<file path="src/rtl/mem_port_arbiter_pkg.sv">
// mem_port_arbiter_pkg: shared types for the fetch/data SRAM arbiter.
//   state_t : FSM encodings IDLE/BUSY/DONE
//   owner_t : access owner, OWN_IF (fetch) or OWN_D (data)
//   CNT_W   : latency counter width
//   pick()  : round-robin choice between the two request lines
package mem_port_arbiter_pkg;

   typedef enum logic [1:0] {IDLE = 2'd0, BUSY = 2'd1, DONE = 2'd2} state_t;
   typedef enum logic {OWN_IF = 1'b0, OWN_D = 1'b1} owner_t;

   localparam int CNT_W = 4;

   // With both requests pending the port that did not win last time wins now.
   function automatic owner_t pick(input logic if_req, input logic d_req, input owner_t last);
      return (if_req && d_req) ? ((last == OWN_IF) ? OWN_D : OWN_IF) : (d_req ? OWN_D : OWN_IF);
   endfunction

endpackage

</file>
<file path="src/rtl/mem_port_arbiter_lat_cnt.sv">
// mem_port_arbiter_lat_cnt: 4-bit load/clear latency counter with terminal count at LAT.
//   clk, rst_n : clock, asynchronous active-low reset
//   ld         : load 1 (first SRAM cycle of an access)
//   inc        : advance by one
//   clr        : return to 0 (wins over ld and inc)
//   tc         : counter equals LAT
module mem_port_arbiter_lat_cnt
   import mem_port_arbiter_pkg::*;
#(
   parameter int LAT = 2
) (
   input  logic clk,
   input  logic rst_n,
   input  logic ld,
   input  logic inc,
   input  logic clr,
   output logic tc
);

   logic [CNT_W-1:0] cnt;

   always_ff @(posedge clk or negedge rst_n) begin
      if (!rst_n) cnt <= '0;
      else if (clr) cnt <= '0;
      else if (ld) cnt <= CNT_W'(1);
      else if (inc) cnt <= cnt + 1'b1;
   end

   assign tc = cnt == CNT_W'(LAT);

endmodule

</file>
<file path="src/rtl/mem_port_arbiter.sv">
// mem_port_arbiter: shares one multi-cycle single-port SRAM between fetch and data ports.
//   clk, rst_n                      : clock, asynchronous active-low reset
//   if_req/if_addr                  : fetch request (read only)
//   if_done/if_rdata/if_stall       : fetch completion pulse, held read data, stall
//   d_req/d_we/d_addr/d_wdata       : load/store request
//   d_done/d_rdata/d_stall          : data completion pulse, held load data, stall
//   sram_cs/oe/we/addr/din, sram_dout : SRAM interface, address/data registered at grant
module mem_port_arbiter
   import mem_port_arbiter_pkg::*;
#(
   parameter int ADDR_W = 32,
   parameter int DATA_W = 32,
   parameter int LAT    = 2
) (
   input  logic              clk,
   input  logic              rst_n,
   input  logic              if_req,
   input  logic [ADDR_W-1:0] if_addr,
   output logic              if_done,
   output logic [DATA_W-1:0] if_rdata,
   output logic              if_stall,
   input  logic              d_req,
   input  logic              d_we,
   input  logic [ADDR_W-1:0] d_addr,
   input  logic [DATA_W-1:0] d_wdata,
   output logic              d_done,
   output logic [DATA_W-1:0] d_rdata,
   output logic              d_stall,
   output logic              sram_cs,
   output logic              sram_oe,
   output logic              sram_we,
   output logic [ADDR_W-1:0] sram_addr,
   output logic [DATA_W-1:0] sram_din,
   input  logic [DATA_W-1:0] sram_dout
);

   state_t state, nxt;
   owner_t owner, last, gnt;
   logic   we_r, tc, any_req, start;

   assign any_req = if_req | d_req;
   assign gnt     = pick(if_req, d_req, last);
   assign start   = (state == IDLE) && any_req;

   // BUSY spans counts 1..LAT; the counter is loaded on grant so the first BUSY cycle reads 1.
   mem_port_arbiter_lat_cnt #(.LAT(LAT)) u_cnt (
      .clk   (clk),
      .rst_n (rst_n),
      .ld    (start),
      .inc   ((state == BUSY) && !tc),
      .clr   (state == DONE),
      .tc    (tc)
   );

   always_ff @(posedge clk or negedge rst_n) begin
      if (!rst_n) state <= IDLE;
      else state <= nxt;
   end

   always_comb begin
      nxt = (state == IDLE) ? (any_req ? BUSY : IDLE) :
            (state == BUSY) ? (tc ? DONE : BUSY) : IDLE;
   end

   always_ff @(posedge clk or negedge rst_n) begin
      if (!rst_n) begin
         owner     <= OWN_IF;
         last      <= OWN_D;
         we_r      <= 1'b0;
         sram_addr <= '0;
         sram_din  <= '0;
         if_rdata  <= '0;
         d_rdata   <= '0;
      end else begin
         if (start) begin
            owner     <= gnt;
            last      <= gnt;
            we_r      <= (gnt == OWN_D) && d_we;
            sram_addr <= (gnt == OWN_D) ? d_addr : if_addr;
            if (gnt == OWN_D) sram_din <= d_wdata;
         end
         // Stores leave both read-data registers untouched.
         if ((state == BUSY) && tc && !we_r) begin
            if (owner == OWN_IF) if_rdata <= sram_dout;
            else d_rdata <= sram_dout;
         end
      end
   end

   always_comb begin
      sram_cs  = state == BUSY;
      sram_oe  = sram_cs && !we_r;
      sram_we  = sram_cs && we_r;
      if_done  = (state == DONE) && (owner == OWN_IF);
      d_done   = (state == DONE) && (owner == OWN_D);
      if_stall = if_req && !if_done;
      d_stall  = d_req && !d_done;
   end

endmodule

</file>
<file path="config.mk">
export PLATFORM = sky130hd
export DESIGN_NAME = mem_port_arbiter
export DESIGN_NICKNAME = d
export VERILOG_FILES = /design/src/rtl/mem_port_arbiter_pkg.sv /design/src/rtl/mem_port_arbiter_lat_cnt.sv /design/src/rtl/mem_port_arbiter.sv
export SDC_FILE = /design/constraint.sdc
export NUM_CORES = 1
export LEC_CHECK = 0
export CORE_UTILIZATION = 30
export DETAILED_ROUTE_END_ITERATION = 16
export MAX_ROUTING_LAYER = met4
export PLACE_DENSITY_LB_ADDON = 0.15
export SYNTH_ARGS = -nofsm -noshare
export SYNTH_HDL_FRONTEND = slang
export SYNTH_SLANG_ARGS = --single-unit
</file>
<file path="constraint.sdc">
create_clock -name clk -period 2.3 [get_ports clk]
set_input_delay 0.23 -clock clk [delete_from_list [all_inputs] [get_ports clk]]
set_output_delay 0.23 -clock clk [all_outputs]
set_load 0.03 [all_outputs]
</file>
==> summary.md <==
| Metric | Value |
|---|---|
| Yosys top cell by area | `dfrtp_1` |
| TritonCTS Buffers | `17` |
| Mapped cell area | `5900 µm²` |
| Max Cap Viol | `0` |
| Chip height | `142 µm` |
| Slew margin rel. | `67.3%` |
| Status | `finished clean` |
| TNS Setup | `0 ns` |
| Global Route met2 Usage | `26.9%` |
| RSZ-0062 raised after global routing | `no` |
| Overall Power | `0.0149 W` |
| Global route overflow | `0` |
| Slew @ Worst Pin | `0.491 ns` |
| Via count | `4492` |
| Crit Path Max Fanout | `16` |
| Diode count | `0` |
| Die area | `20200 µm²` |
| Clock Path Buffers | `2` |
| Drt wl/cell | `16.7 µm` |
| First-pass GRT wire length | `25800 µm` |
| Top Ports | `268` |
| DP HPWL | `11500 µm` |
| GR peak layer | `met2` |
| Clock Sinks | `137` |
| Fin. max-slew vios | `0` |
| Core Area | `19000 µm²` |
| Nets@finish | `844` |
| Yosys top cell area share | `57.7%` |
| Cell Pwr Density | `1570 nW/µm²` |
| Die Span X | `142 µm` |
| Critical path type | `register to register` |
| Required time of the critical path | `2.60 ns` |
| Synthesis Warnings | `0` |
| Yosys cell types | `37` |
| Layout area overhead | `60.3%` |
| DRT Pass-1 Iters | `6` |
| Port Buffers | `267` |
| DRC | `0` |
| Vias in the first global route | `4789` |
| Syn_nets | `574` |
| Count of final setup violators | `0` |
| First DRT Iteration DRCs | `185` |
| Hold crit path type | `input port to asynchronous set/reset pin` |
| Clock latency on the worst-skew pair | `0.42 ns` |
| Crit share post-route | `96.8%` |
| Startpoint Class | `register` |
| Cells after synthesis | `439` |
| Row count | `50` |
| Hold Violations, Final | `0` |
| Routability cong. | `0.764` |
| Critical path arrival | `2.53 ns` |
| Initial antenna violation count | `0` |
| Post-CTS Setup Bufs | `0` |
| Antenna-violating nets left | `0` |
| Post-Route WL | `16400 µm` |
| Pin count of the biggest net entering global routing | `52` |
| CTS tree | `yes` |
| VDD IR max | `605 µV` |
| Initial Utilization | `31.0%` |
| Root Driver | `clkbuf_16` |
| Clock transition at the registers of the reported paths | `0.06 ns` |
| Fmax | `0.449 GHz` |
| Vias per inst | `4.57` |
| Layout Skew | `0.0109 ns` |
| Synthesis-stage register bit count | `137` |
| Global-route usage over all layers | `17.1%` |
| Static leakage | `4.13 nW` |
| Top cells by area, synth | `dfrtp_1 (58%), mux2_4 (15%), mux2_2 (6.9%), nand2_1 (4.2%), a31oi_1 (3.4%)` |
| Met1 usage | `20.3%` |
| CP endpoint kind | `register` |
| Min cycle time layout | `2.23 ns` |
| Register area share after synthesis | `58.1%` |
| GRT met3 Usage | `6.36%` |
| Share of layout cells above drive strength 1 | `22.0%` |
| CTS H-tree lvls | `4` |
| Avg Inst Size Synth | `13.4 µm²` |
power breakdown:
| group | switching, W | internal [W] | leakage (nW) |
|---|---|---|---|
| sequential | 0.000772 | 0.00366 | 1.59 |
| combinational | 0.00411 | 0.00377 | 2.29 |
| clock | 0.00110 | 0.00145 | 0.256 |
final timing paths:
kind / from / end / slack, ns / cells after the start
max in group asynchronous: rst_n / sram_addr[6]$_DFFE_PN0P_ / 1.30 / 3
hold reg to reg: sram_din[2]$_DFFE_PN0P_ / sram_din[2]$_DFFE_PN0P_ / 0.50 / 1
setup / recovery: u_cnt.cnt[0]$_DFFE_PN0P_ / d_rdata[28]$_DFFE_PN0P_ / 0.07 / 6
setup reg to reg: u_cnt.cnt[0]$_DFFE_PN0P_ / d_rdata[28]$_DFFE_PN0P_ / 0.07 / 6
hold / removal: rst_n / d_rdata[19]$_DFFE_PN0P_ / 0.33 / 2
min in group clk: if_addr[19] / sram_addr[19]$_DFFE_PN0P_ / 0.37 / 3
critical path, stage by stage (launching register included):
cell and delay [ns]:
dfrtp_1 0.43, inv_2 0.12, ha_4 0.14, or3b_4 0.40, or4_4 0.48, clkbuf_16 0.23
mux2_4 0.31
placed cells by master (no fill, tap or decap), drive strengths merged:
| cell type | synthesis | routed |
|---|---|---|
| and2b | 1 | 1 |
| or3b | 1 | 1 |
| a211o | 1 | 1 |
| clkinv | 0 | 3 |
| and2 | 1 | 1 |
| dfrtp | 136 | 136 |
| inv | 4 | 8 |
| ha | 2 | 2 |
| a21oi | 33 | 33 |
| dfstp | 1 | 1 |
| a21boi | 2 | 2 |
| nor2b | 2 | 2 |
| nor4b | 1 | 1 |
| nand3 | 5 | 5 |
| buf | 11 | 13 |
| nor3b | 3 | 3 |
| or2 | 1 | 1 |
| clkdlybuf4s50 | 0 | 263 |
| dlymetal6s2s | 0 | 1 |
| nand2b | 1 | 1 |
| nand2 | 66 | 66 |
| dlygate4sd3 | 0 | 1 |
| dlygate4sd2 | 0 | 2 |
| a21bo | 1 | 1 |
| a32o | 1 | 1 |
| mux2 | 96 | 96 |
| o21ai | 4 | 4 |
| or4 | 2 | 2 |
| clkbuf | 19 | 21 |
| clkinvlp | 0 | 5 |
| nor3 | 2 | 2 |
| a31oi | 32 | 32 |
| o22a | 1 | 1 |
| nand4 | 1 | 1 |
| or3 | 2 | 2 |
| nor2 | 5 | 5 |
| o211ai | 1 | 1 |
synth_stat cells:
| cell | n |
|---|---|
| dfrtp_1 | 136 |
| a32o_1 | 1 |
| a21boi_0 | 1 |
| or4_4 | 2 |
| buf_12 | 6 |
| and2_1 | 1 |
| o211ai_1 | 1 |
| a21bo_2 | 1 |
| o21ai_0 | 4 |
| clkbuf_1 | 19 |
| a21oi_1 | 33 |
| nand2b_4 | 1 |
| buf_2 | 1 |
| a31oi_1 | 32 |
| nand2_1 | 66 |
| and2b_2 | 1 |
| nor2b_1 | 2 |
| inv_1 | 4 |
| nor4b_1 | 1 |
| a211o_2 | 1 |
| mux2_4 | 60 |
| buf_8 | 1 |
| nor3_1 | 2 |
| or2_2 | 1 |
| nand4_1 | 1 |
| a21boi_1 | 1 |
| or3_1 | 1 |
| or3_2 | 1 |
| dfstp_2 | 1 |
| mux2_2 | 36 |
| or3b_4 | 1 |
| ha_1 | 2 |
| buf_6 | 3 |
| o22a_1 | 1 |
| nand3_1 | 5 |
| nor3b_1 | 3 |
| nor2_1 | 5 |
sequential cells by signal (all words and copies together), names as in the netlist:
name,count
d_rdata,32
if_rdata,32
last,1
owner,1
sram_addr,32
sram_din,32
state,2
u_cnt.cnt,4
we_r,1
cells by family (layout without fill, tap and decap cells):
group,Yosys count,after routing,synth area share [%]
compound gates,76,76,7.57
fa+ha+maj,2,2,0.424
buf+inv,34,317,4.41
flops,137,137,58.1
mux,96,96,22.1
simple gates,94,94,7.36
metal layers:
metal,vias up,wire length [µm]
li1,2093,-
met1,2183,7160
met2,202,7650
met3,14,1420
met4,0,162
met5,-,0
cell type report:
cell class / count / area (µm²)
Clock buffer: 20 / 457
Clock inverter: 12 / 91.3
Fill cell: 1708 / 9560
Inverter: 4 / 15.0
Multi-Input combinational cell: 268 / 2250
Sequential cell: 137 / 3430
Tap cell: 260 / 325
Timing Repair Buffer: 281 / 2890
repair_timing:
action	in CTS	in global routing
pin swaps	0	0
setup endpoints to repair	4	31
cloned	0	1
endpoints found under the hold margin	49	0
resized for setup	4	6
hold buffers	1	0
metrics by stage:
stage	hold slack [ns]	utilization, %	instance area, µm²	std cells	worst slack [ns]
3_5_place_dp	0.211	46.5	8840	948	0.0750
3_3_place_gp	0.198	46.5	8840	948	0.147
4_1_cts	0.327	49.5	9410	981	0.0329
5_1_grt	0.355	49.7	9460	982	0.0105
2_1_floorplan	-0.0656	-	5900	439	0.162
6_report	0.331	49.7	9460	982	0.0733
(Power assumes the default switching activity.)
